## src/rtl/el2_ahb_arb2.sv

```systemverilog
// Two-master to one-slave AHB-Lite arbiter for the EL2 fetch (M0) and LSU (M1) ports.
// A master that cannot be issued immediately has its address phase held and issued later.
module el2_ahb_arb2 #(
    parameter int AW       = 32,
    parameter int DW       = 64,
    parameter int ARB_MODE = 0
) (
    input  logic          HCLK,
    input  logic          HRESETn,
    input  logic [AW-1:0] M0_HADDR,
    input  logic [1:0]    M0_HTRANS,
    input  logic          M0_HWRITE,
    input  logic [2:0]    M0_HSIZE,
    input  logic [2:0]    M0_HBURST,
    input  logic [3:0]    M0_HPROT,
    input  logic          M0_HMASTLOCK,
    input  logic [DW-1:0] M0_HWDATA,
    output logic [DW-1:0] M0_HRDATA,
    output logic          M0_HREADY,
    output logic          M0_HGRANT,
    input  logic [AW-1:0] M1_HADDR,
    input  logic [1:0]    M1_HTRANS,
    input  logic          M1_HWRITE,
    input  logic [2:0]    M1_HSIZE,
    input  logic [2:0]    M1_HBURST,
    input  logic [3:0]    M1_HPROT,
    input  logic          M1_HMASTLOCK,
    input  logic [DW-1:0] M1_HWDATA,
    output logic [DW-1:0] M1_HRDATA,
    output logic          M1_HREADY,
    output logic          M1_HGRANT,
    output logic [AW-1:0] S_HADDR,
    output logic [1:0]    S_HTRANS,
    output logic          S_HWRITE,
    output logic [2:0]    S_HSIZE,
    output logic [2:0]    S_HBURST,
    output logic [3:0]    S_HPROT,
    output logic          S_HMASTLOCK,
    output logic [DW-1:0] S_HWDATA,
    input  logic [DW-1:0] S_HRDATA,
    input  logic          S_HREADY
);

    // Address phase packed as {addr, trans, write, size, burst, prot, lock}; trans[1] is bit 13.
    localparam int PW = AW + 14;

    logic [1:0][PW-1:0] m_ap;
    logic [1:0][PW-1:0] pend_ap_q, pend_ap_d;
    logic [1:0]         pend_vld_q, pend_vld_d;
    logic               dvld_q, dvld_d;
    logic               downer_q, downer_d;
    logic               last_gnt_q, last_gnt_d;
    logic               lock_vld_q, lock_vld_d;
    logic               lock_own_q, lock_own_d;
    logic [1:0]         grant_q, grant_d;

    logic [1:0]         outst, hrdy, live, req, elig;
    logic               issue, win;
    logic [PW-1:0]      sel_ap, s_ap;

    assign m_ap[0] = {M0_HADDR, M0_HTRANS, M0_HWRITE, M0_HSIZE, M0_HBURST, M0_HPROT, M0_HMASTLOCK};
    assign m_ap[1] = {M1_HADDR, M1_HTRANS, M1_HWRITE, M1_HSIZE, M1_HBURST, M1_HPROT, M1_HMASTLOCK};

    always_comb begin
        outst = '0;
        hrdy  = '1;
        live  = '0;
        req   = '0;
        elig  = '0;
        for (int x = 0; x < 2; x++) begin
            outst[x] = pend_vld_q[x] | (dvld_q & (downer_q == x[0]));
            if (HRESETn && outst[x]) begin
                hrdy[x] = dvld_q & (downer_q == x[0]) & S_HREADY;
            end
            live[x] = HRESETn & m_ap[x][13] & hrdy[x];
            req[x]  = pend_vld_q[x] | live[x];
            elig[x] = req[x] & (~lock_vld_q | (lock_own_q == x[0]));
        end
    end

    always_comb begin
        issue = 1'b0;
        win   = 1'b0;
        if (HRESETn && S_HREADY) begin
            issue = |elig;
            if (ARB_MODE == 1) begin
                win = elig[1];
            end else begin
                unique case (elig)
                    2'b10:   win = 1'b1;
                    2'b11:   win = ~last_gnt_q;
                    default: win = 1'b0;
                endcase
            end
        end
        sel_ap = pend_vld_q[win] ? pend_ap_q[win] : m_ap[win];
        s_ap   = issue ? sel_ap : '0;
    end

    always_comb begin
        pend_ap_d  = pend_ap_q;
        pend_vld_d = pend_vld_q;
        dvld_d     = dvld_q;
        downer_d   = downer_q;
        last_gnt_d = last_gnt_q;
        lock_vld_d = lock_vld_q;
        lock_own_d = lock_own_q;
        grant_d    = grant_q;
        if (S_HREADY) begin
            if (issue) begin
                dvld_d     = 1'b1;
                downer_d   = win;
                last_gnt_d = win;
                grant_d    = win ? 2'b10 : 2'b01;
                lock_vld_d = sel_ap[0];
                lock_own_d = win;
            end else begin
                dvld_d     = 1'b0;
                lock_vld_d = 1'b0;
            end
        end
        // A live request never coexists with a pending one, so capture cannot overwrite.
        for (int x = 0; x < 2; x++) begin
            if (issue && (win == x[0])) begin
                pend_vld_d[x] = 1'b0;
            end else if (live[x]) begin
                pend_vld_d[x] = 1'b1;
                pend_ap_d[x]  = m_ap[x];
            end
        end
    end

    always_ff @(posedge HCLK) begin
        if (!HRESETn) begin
            pend_ap_q  <= '0;
            pend_vld_q <= '0;
            dvld_q     <= 1'b0;
            downer_q   <= 1'b0;
            last_gnt_q <= 1'b1;
            lock_vld_q <= 1'b0;
            lock_own_q <= 1'b0;
            grant_q    <= '0;
        end else begin
            pend_ap_q  <= pend_ap_d;
            pend_vld_q <= pend_vld_d;
            dvld_q     <= dvld_d;
            downer_q   <= downer_d;
            last_gnt_q <= last_gnt_d;
            lock_vld_q <= lock_vld_d;
            lock_own_q <= lock_own_d;
            grant_q    <= grant_d;
        end
    end

    assign {S_HADDR, S_HTRANS, S_HWRITE, S_HSIZE, S_HBURST, S_HPROT, S_HMASTLOCK} = s_ap;
    assign S_HWDATA  = dvld_q ? (downer_q ? M1_HWDATA : M0_HWDATA) : '0;
    assign M0_HRDATA = S_HRDATA;
    assign M1_HRDATA = S_HRDATA;
    assign M0_HREADY = hrdy[0];
    assign M1_HREADY = hrdy[1];
    assign M0_HGRANT = grant_q[0] & HRESETn;
    assign M1_HGRANT = grant_q[1] & HRESETn;

endmodule

```

## config.mk

```make
export PLATFORM = sky130hd
export DESIGN_NAME = el2_ahb_arb2
export DESIGN_NICKNAME = d
export VERILOG_FILES = /design/src/rtl/el2_ahb_arb2.sv
export SDC_FILE = /design/constraint.sdc
export NUM_CORES = 1
export LEC_CHECK = 0
export CELL_PAD_IN_SITES_DETAIL_PLACEMENT = 1
export CELL_PAD_IN_SITES_GLOBAL_PLACEMENT = 1
export CORE_AREA = 2 2 208 210
export CTS_CLUSTER_SIZE = 8
export DETAILED_ROUTE_END_ITERATION = 8
export DIE_AREA = 0 0 210 212
export PLACE_DENSITY_LB_ADDON = 0.05
export SYNTH_ARGS = -nofsm -noshare
export SYNTH_HDL_FRONTEND = slang
export SYNTH_SLANG_ARGS = --single-unit
```

## constraint.sdc

```tcl
create_clock -name HCLK -period 3 [get_ports HCLK]
set_clock_uncertainty 0.1 [all_clocks]
set_input_delay 0.9 -clock HCLK [delete_from_list [all_inputs] [get_ports HCLK]]
set_output_delay 0.9 -clock HCLK [all_outputs]
set_load 0.01 [all_outputs]
```

# Word level (Yosys, flattened, before mapping)
# Index checks and enable logic that the tools add are counted.
# totals
register_bits	100
input_bits	287
out_inout_bits	242
# op_classes
magnitude_cmp	1
n_eq_ne	2
mux	18
bitwise	25
n_reduce_logical	11
# ops
operator	count
2-to-1 mux 46 bit	6
2-to-1 mux 64 bit	2
bitwise AND 1 bit	12
2-to-1 mux 1 bit	8
inverter 1 bit	7
bitwise OR 1 bit	6
AND reduction 2 bit	3
OR reduction 2 bit	3
logical AND 1 bit	5
equality test 2 bit, second input constant	2
< comparator 1 x 2 -> 1 bit, second input constant	1
2-to-1 mux 2 bit	1
case mux 1 bit (2 select lines)	1

# Longest topological paths before layout
# Gate-level depths: netlist of the first run.
# depth
depth_word	15
mapped_depth	8
depth_no_buf	5

# Least setup slack after synthesis of the first run
# OpenSTA, ideal clock, no wires.
# synth_path
path_kind	input to output
from	input port HRESETn
to	output port S_HTRANS[1]
t_arrival_ps	2351
t_required_ps	2000
slack_ps	-351
stages	7
path_buffers	3
cell_sequence	buf_2 > a21oi_1 > a2111oi_4 > nor2_1 > buf_4 > buf_4 > a311oi_1
# synth_via
elab_chain_len	12
elab_cells_between_ends	27
# synth_lines
item	line	text
from (decl)	9	input logic HRESETn,
logical AND 1 bit	72	if (HRESETn && outst[x]) begin
2-to-1 mux 1 bit	72	
bitwise AND 1 bit	75	live[x] = HRESETn & m_ap[x][13] & hrdy[x];
bitwise OR 1 bit	76	req[x] = pend_vld_q[x] | live[x];
bitwise AND 1 bit	77	elig[x] = req[x] & (~lock_vld_q | (lock_own_q == x[0]));
equality test 2 bit	89	unique case (elig)
case mux 1 bit (2 select lines)	89	
2-to-1 mux 1 bit	84	if (HRESETn && S_HREADY) begin
2-to-1 mux 46 bit (implied by the code) / 2-to-1 mux 1 bit (equally long branches) (2 in a row)	96	sel_ap = pend_vld_q[win] ? pend_ap_q[win] : m_ap[win];
2-to-1 mux 46 bit	96	
2-to-1 mux 46 bit *	97	s_ap = issue ? sel_ap : '0;
to (decl)	33	output logic [1:0] S_HTRANS,
# Mark *: on every way between the ends. The rest lies on a longest branch, timed or not. The select of a mux whose other input is x is not followed.

# Final worst setup path of the first run
# layout_path
from	input port HRESETn
to	output port S_HADDR[13]
# layout_via
elab_chain_len	12
elab_cells_between_ends	27
# layout_lines
item	line	text
logical AND 1 bit	72	
2-to-1 mux 1 bit	72	
bitwise AND 1 bit	75	
bitwise OR 1 bit	76	
bitwise AND 1 bit	77	
equality test 2 bit	89	
case mux 1 bit (2 select lines)	89	
2-to-1 mux 1 bit	84	
2-to-1 mux 46 bit (implied by the code) / 2-to-1 mux 1 bit (equally long branches) (2 in a row)	96	
2-to-1 mux 46 bit	96	
2-to-1 mux 46 bit *	97	
to (decl)	32	output logic [AW-1:0] S_HADDR,
# Marked as above.

==> Flow_metrics.wiki, run 1 <==
{| class="wikitable"
! Metric !! Value
|-
| Antenna violations before repair || 1
|-
| Placed Instances || 1690
|-
| Post-Route WL || 35800 µm
|-
| Worst hold stages || 2
|-
| Vias || 7231
|-
| TritonCTS clock tree || done
|-
| Floorplan die area || 44500 µm²
|-
| Post-route clock period utilization || 1.14
|-
| Post-synthesis average cell area || around 7.9 µm²
|-
| Worst Path Max Fanout || 17
|-
| Power Dens Cells || 339 nW/µm²
|-
| Number of buffers added on ports || 336
|-
| Post-route worst setup slack || -419 ps
|-
| R2R depth || 10
|-
| Synth-to-Final Area Change || 68.2%
|-
| Remaining global-route overflow || 0
|-
| First-pass GRT wire length || 51600 µm
|-
| CTS Root Cell || clkbuf_16
|-
| Hold-fix buffer count after cts || 0
|-
| Width of the die || 210 µm
|-
| Total power after layout || between 4 and 5 mW
|-
| Result of the run || finished with violations
|-
| Core Box Area || roughly 43000 µm²
|-
| Sort of element at the start of the critical path || primary input
|-
| Half-perimeter wire length of the detailed placement result || between 20000 and 30000 µm
|-
| R2r startpoint || lock_own_q$_SDFFE_PN0P_
|-
| Clock net sink count || 99
|-
| Type of the most critical hold path || reg2reg
|-
| Fin crit period || 3420 ps
|-
| Number of pins with negative max-slew slack in the final report || 0
|-
| Hold Startpoint || pend_ap_q[59]$_SDFFE_PN0P_
|-
| Sequential cell area fraction in the yosys report || 0.269
|-
| Via-per-instance ratio || 4.16
|-
| Type of the worst setup path || in2out
|-
| Post-synthesis sequential element count || 99
|-
| Average wire per standard cell || between 20 and 25 µm
|-
| GP Congestion || 0.730
|-
| Unrepaired setup endpoints after global routing || yes
|-
| DRC violation count after routing || 0
|-
| Relative slew margins || 0.674
|-
| Number of antenna-violating nets in the routed design || 0
|-
| Most common library cell in the layout ignoring fill and taps || clkdlybuf4s50_1
|-
| Maximum number of pins on one net before global-route repair || 67
|-
| Number of nets in the layout || 1475
|-
| Clock network latency to the later pin of the worst-skew pair || 360 ps
|-
| Share of async-settable or async-resettable flops after synthesis || 0
|-
| Starting density of the core || 0.174
|-
| Max H-tree Level || 3
|-
| Worst EP arrival || between 2000 and 2500 ps
|-
| Global router's overall resource usage || 0.157
|-
| Final-report hold violation count || 0
|-
| Synth Instances || 936
|-
| Critical Path RT || 2000 ps
|-
| Final setup violating endpoints || between 40 and 50
|-
| Clock edge transition at the registers on the reported setup and hold paths || 70 ps
|-
| Number of synthesized flops with an enable pin || 0
|-
| Dominant synthesized flop cell || dfxtp_1
|-
| Number of maximum-capacitance violations || 0
|-
| Post-Layout Cell Count || 1739
|-
| Leakage component of the power || 4.88 nW
|-
| I/O pin total || 529
|-
| Synth warnings || 0
|-
| Layout cells sized above 1 || 0.246
|-
| Most used cells in the layout excluding fill and tap cells || clkdlybuf4s50_1, nor2b_1, mux2i_1, nand2_1, dfxtp_1
|-
| Start point of the critical path || HRESETn
|-
| Total inserted antenna cells || 0
|-
| Cell area after technology mapping || 7380 µm²
|-
| DIE HEIGHT || around 210 µm
|-
| Distinct cell type count of the synthesized netlist || 34
|-
| Number of global-route vias before repair || 7726
|-
| Peak supply drop || roughly 0.00027 V
|-
| Violated checks || negative setup slack
|-
| Clock Path Buffers || 2
|-
| Setup crit end kind || output pin
|-
| Num CTS Buffers || 9
|-
| Achievable Freq || 293 MHz
|-
| Count of standard-cell rows || 76
|-
| Number of violations reported at the end of detailed-routing iteration 0 || between 150 and 200
|-
| Number of detailed-routing iterations run before antenna repair || 4
|-
| Post-synthesis net count || 1223
|-
| Measured slew at the worst slew-check pin || 488 ps
|}
-- final timing paths --
check	endpoint	slack, ps
setup / recovery	S_HADDR[13]	-420
hold / removal	pend_ap_q[59]$_SDFFE_PN0P_	350
setup reg to reg	lock_vld_q$_SDFFE_PN0P_	760
hold reg to reg	pend_ap_q[59]$_SDFFE_PN0P_	350
-- per-stage QoR --
stage	hold slack, ps	utilization	setup WS, ps	setup TNS (ps)	instance area, µm²
finish	349	0.292	-419	-17150	12400
global route	369	0.292	-496	-19810	12400
CTS	351	0.285	-452	-18170	12100
detailed placement	340	0.268	-1300	-69850	11400
global placement	332	0.268	-1320	-70580	11400
floorplan	321	-	-139	-5530	7930
-- area by class of cell --
class	instances	area, µm²
Clock buffer	12	267
Clock inverter	4	47.5
Fill cell	4893	30100
Inverter	50	188
Multi-Input combinational cell	582	4720
Sequential cell	99	1990
Tap cell	546	683
Timing Repair Buffer	446	4510
-- layer usage --
metal	vias to the layer above	track usage	part of all wire
li1	3518	-	-
met1	3414	0.179	0.40
met2	270	0.284	0.51
met3	29	0.0555	0.077
met4	0	0.0323	0.011
met5	-	0	0
-- Yosys cell counts, types with 2 or more instances --
cell	count	area, µm²
a211oi_1	90	676
a21boi_0	39	293
a21boi_1	7	52.6
a21o_1	3	22.5
a21oi_1	4	20.0
and2_1	2	12.5
buf_1	6	22.5
buf_2	27	135
buf_4	134	1010
clkbuf_1	38	143
dfxtp_1	99	1980
inv_1	50	188
mux2i_1	108	1080
nand2_1	99	372
nand2b_1	4	25.0
nand3_1	46	230
nor2_1	5	18.8
nor2b_1	111	694
o211a_1	2	20.0
o21ai_0	43	215
o21ai_1	5	25.0
o31ai_1	2	15.0
-- logic make-up after synthesis --
| group | after synthesis | synth area share |
|---|---|---|
| simple gates | 271 | 0.187 |
| buf+inv | 255 | 0.202 |
| compound gates | 203 | 0.195 |
| mux | 108 | 0.147 |
| flops | 99 | 0.269 |
-- repair_timing --
action	in CTS	in global routing
resized for setup	333	39
buffers inserted	16	6
setup endpoints to repair	114	51
gates cloned	9	2
pin swaps	27	25
-- critical path, stage by stage --
cell and delay, ps:
buf_12 110, a21oi_4 60, nand4b_1 260, nor2_4 170, buf_12 160, buf_12 220
a211oi_2 90, a211oi_2 230, buf_2 160
-- state kept, by name, indices dropped and copies added, names as in the netlist --
signal / flops
lock_own_q: 1
lock_vld_q: 1
pend_ap_q: 92
pend_vld_q: 2
last_gnt_q: 1
grant_q: 1
dvld_q: 1
-- where the power goes --
part           switching (mW)  internal (mW)
Combinational           0.654          0.779
Clock                   0.583          0.715
Sequential             0.0690           1.41
(Power assumes the default switching activity.)
==> run 2, diff against run 1 <==
- CTS_CLUSTER_DIAMETER: default -> 30
==> results of run 2 <==
The final DEF is identical to that of run 1; final timing and power are the same.
==> run 3, diff against run 2 <==
- ABC_CLOCK_PERIOD_IN_PS: default -> 3000
- MAX_ROUTING_LAYER: default -> met4
==> Flow_metrics.wiki, run 3 (synthesis gave the netlist of run 1 again) <==
{| class="wikitable"
! Metric !! Value
|-
| Result of the run || finished with violations
|-
| Violated checks || negative setup slack
|-
| Core Box Area || 42500 µm² (unchanged)
|-
| Combined area of the multi-input logic cells || 4720 µm² (unchanged)
|-
| I/O pin total || 529 (unchanged)
|-
| Maximum number of pins on one net before global-route repair || 67 (unchanged)
|-
| Vias || 7218 (-0.18%)
|-
| Total power after layout || 4.21 mW (about the same)
|-
| Antenna violations before repair || 1 (unchanged)
|-
| Clock network latency to the later pin of the worst-skew pair || 360 ps (about the same)
|-
| Critical Path RT || 2000 ps (about the same)
|-
| Total non-filler cell area in the finished layout || 12400 µm² (about the same)
|-
| Register-to-register setup slack || 770 ps (about the same)
|-
| Number of global-route vias before repair || 7777 (+0.66%)
|-
| Post-route worst setup slack || -427 ps (-8.90 ps)
|-
| Number of nets in the layout || 1475 (unchanged)
|-
| Final-report hold violation count || 0 (unchanged)
|-
| Hold-fix buffer count after cts || 0 (unchanged)
|-
| Setup crit end kind || output pin
|-
| R2R depth || 10 (unchanged)
|-
| Relative slew margins || 0.674 (-0.000911)
|-
| Fill cell instance count of the final layout || 4894 (+0.020%)
|-
| FF/Latch Area || 1990 µm² (unchanged)
|-
| CTS Root Cell || clkbuf_16
|-
| Endpoint of the worst-slack reg-to-reg timing path || lock_vld_q$_SDFFE_PN0P_
|-
| Final core utilization || 0.292 (about the same)
|-
| Achievable Freq || 292 MHz (-0.26%)
|-
| Count of standard-cell rows || 76 (unchanged)
|-
| Floorplan die area || 44500 µm² (unchanged)
|-
| Fin crit period || 3430 ps (+8.90 ps)
|-
| Max FFs per register || 92 (unchanged)
|-
| GP Congestion || 0.739 (+1.2%)
|-
| Global router's overall resource usage || 0.162 (+0.00445)
|-
| Post-route clock period utilization || 1.14 (+0.00297)
|-
| R2r startpoint || lock_own_q$_SDFFE_PN0P_
|-
| Clock edge transition at the registers on the reported setup and hold paths || 70 ps (about the same)
|-
| Via-per-instance ratio || 4.15 (-0.24%)
|-
| Clock Path Buffers || 2 (unchanged)
|-
| TritonCTS clock tree || done
|-
| Worst Path Max Fanout || 17 (unchanged)
|-
| Remaining global-route overflow || 0 (unchanged)
|-
| DIE HEIGHT || 212 µm (unchanged)
|-
| Starting density of the core || 0.174 (unchanged)
|-
| Max H-tree Level || 3 (unchanged)
|-
| Number of antenna-violating nets in the routed design || 0 (unchanged)
|-
| Area after detailed placement || 11400 µm² (unchanged)
|-
| Number of pins with negative max-slew slack in the final report || 0 (unchanged)
|-
| First-pass GRT wire length || 51500 µm (-0.32%)
|-
| Num CTS Buffers || 9 (unchanged)
|-
| Power Dens Cells || 339 nW/µm² (about the same)
|-
| Type of the worst setup path || in2out
|-
| Layout cells sized above 1 || 0.246 (unchanged)
|-
| Most common library cell in the layout ignoring fill and taps || clkdlybuf4s50_1
|-
| DRC violation count after routing || 0 (unchanged)
|-
| Post-Route WL || 35800 µm (about the same)
|-
| Clock net sink count || 99 (unchanged)
|-
| Type of the most critical hold path || reg2reg
|-
| Registers with the most flip-flops || pend_ap_q (92), pend_vld_q (2)
|-
| Most used cells in the layout excluding fill and tap cells || clkdlybuf4s50_1, nor2b_1, mux2i_1, nand2_1, dfxtp_1
|-
| Half-perimeter wire length of the detailed placement result || 26300 µm (unchanged)
|-
| Measured slew at the worst slew-check pin || 490 ps (+1.37 ps)
|-
| Width of the die || 210 µm (unchanged)
|-
| Start point of the critical path || HRESETn
|-
| Number of detailed-routing iterations run before antenna repair || 4 (unchanged)
|-
| Peak supply drop || 0.000277 V (+1.3%)
|-
| Sort of element at the start of the critical path || primary input
|-
| Number of violations reported at the end of detailed-routing iteration 0 || 134 (-16%)
|-
| Unrepaired setup endpoints after global routing || yes
|-
| Critical path endpoint || S_HADDR[13]
|-
| Average wire per standard cell || 20.6 µm (about the same)
|-
| Worst EP arrival || 2430 ps (about the same)
|-
| Number of buffers added on ports || 336 (unchanged)
|-
| Largest Register || pend_ap_q
|-
| Leakage component of the power || 4.88 nW (about the same)
|-
| Synth-to-Final Area Change || 68.3% (about the same)
|-
| Number of maximum-capacitance violations || 0 (unchanged)
|-
| Final setup violating endpoints || 46 (unchanged)
|}
[run 3: changes by cell type in the layout (fill, tap and decap cells not counted)]
| cell | before | now |
|---|---|---|
| diode_2 | 0 | 1 |
[run 3: worst max-delay path: stages]
cell	delay, ps
buf_12	110
a21oi_4	60
nand4b_1	260
nor2_4	170
buf_12	160
buf_12	220
a211oi_2	90
a211oi_2	240
buf_2	170
[run 3: timing repair]
| action | 4_1_cts | 5_1_grt |
|---|---|---|
| buffers inserted | 16 | 6 |
| gates cloned | 9 | 2 |
| resized for setup | 333 | 39 |
| endpoints found under the setup margin | 114 | 51 |
| pin swaps | 27 | 23 |
[run 3: how the worst min path moves through the flow]
stage                          startpoint                          to  slack, ps  cells after the start
2_1_floorplan     grant_q[0]$_SDFFE_PN0P_     grant_q[0]$_SDFFE_PN0P_        320                      2
3_3_place_gp   pend_ap_q[59]$_SDFFE_PN0P_  pend_ap_q[59]$_SDFFE_PN0P_        330                      2
3_5_place_dp   pend_ap_q[59]$_SDFFE_PN0P_  pend_ap_q[59]$_SDFFE_PN0P_        340                      2
4_1_cts        pend_ap_q[59]$_SDFFE_PN0P_  pend_ap_q[59]$_SDFFE_PN0P_        350                      2
5_1_grt        pend_ap_q[59]$_SDFFE_PN0P_  pend_ap_q[59]$_SDFFE_PN0P_        370                      2
6_report       pend_ap_q[59]$_SDFFE_PN0P_  pend_ap_q[59]$_SDFFE_PN0P_        350                      2
[run 3: layer usage]
layer  GRT usage  vias up  wire length [µm]
met5           -        -                 0
met4      0.0323        0               366
met3      0.0555       26              2750
met2       0.286      265             18300
met1       0.176     3410             14300
li1            -     3517                 -
[run 3: layout make-up]
cell class,instances,share of cell area
Antenna cell,1,0.000202
Timing Repair Buffer,446,0.363
Clock buffer,12,0.0215
Multi-Input combinational cell,582,0.381
Sequential cell,99,0.161
Tap cell,546,0.0550
Inverter,50,0.0151
Clock inverter,4,0.00383
[run 3: through the flow]
stage	hold slack [ps]	setup slack (ps)	std cells	TNS (ps)
after floorplan	321	-139	936	-5530
after CTS	351	-452	1731	-18170
after global placement	332	-1320	1690	-70580
final	349	-427	1740	-17180
after detailed placement	340	-1300	1690	-69850
after global routing	369	-499	1740	-19860
[run 3: report_power, final]
| part | internal (mW) | total (mW) | switching [mW] | leakage (nW) |
|---|---|---|---|---|
| Sequential | 1.41 | 1.48 | 0.0691 | 0.817 |
| Combinational | 0.779 | 1.43 | 0.655 | 3.91 |
| Clock | 0.715 | 1.30 | 0.581 | 0.155 |
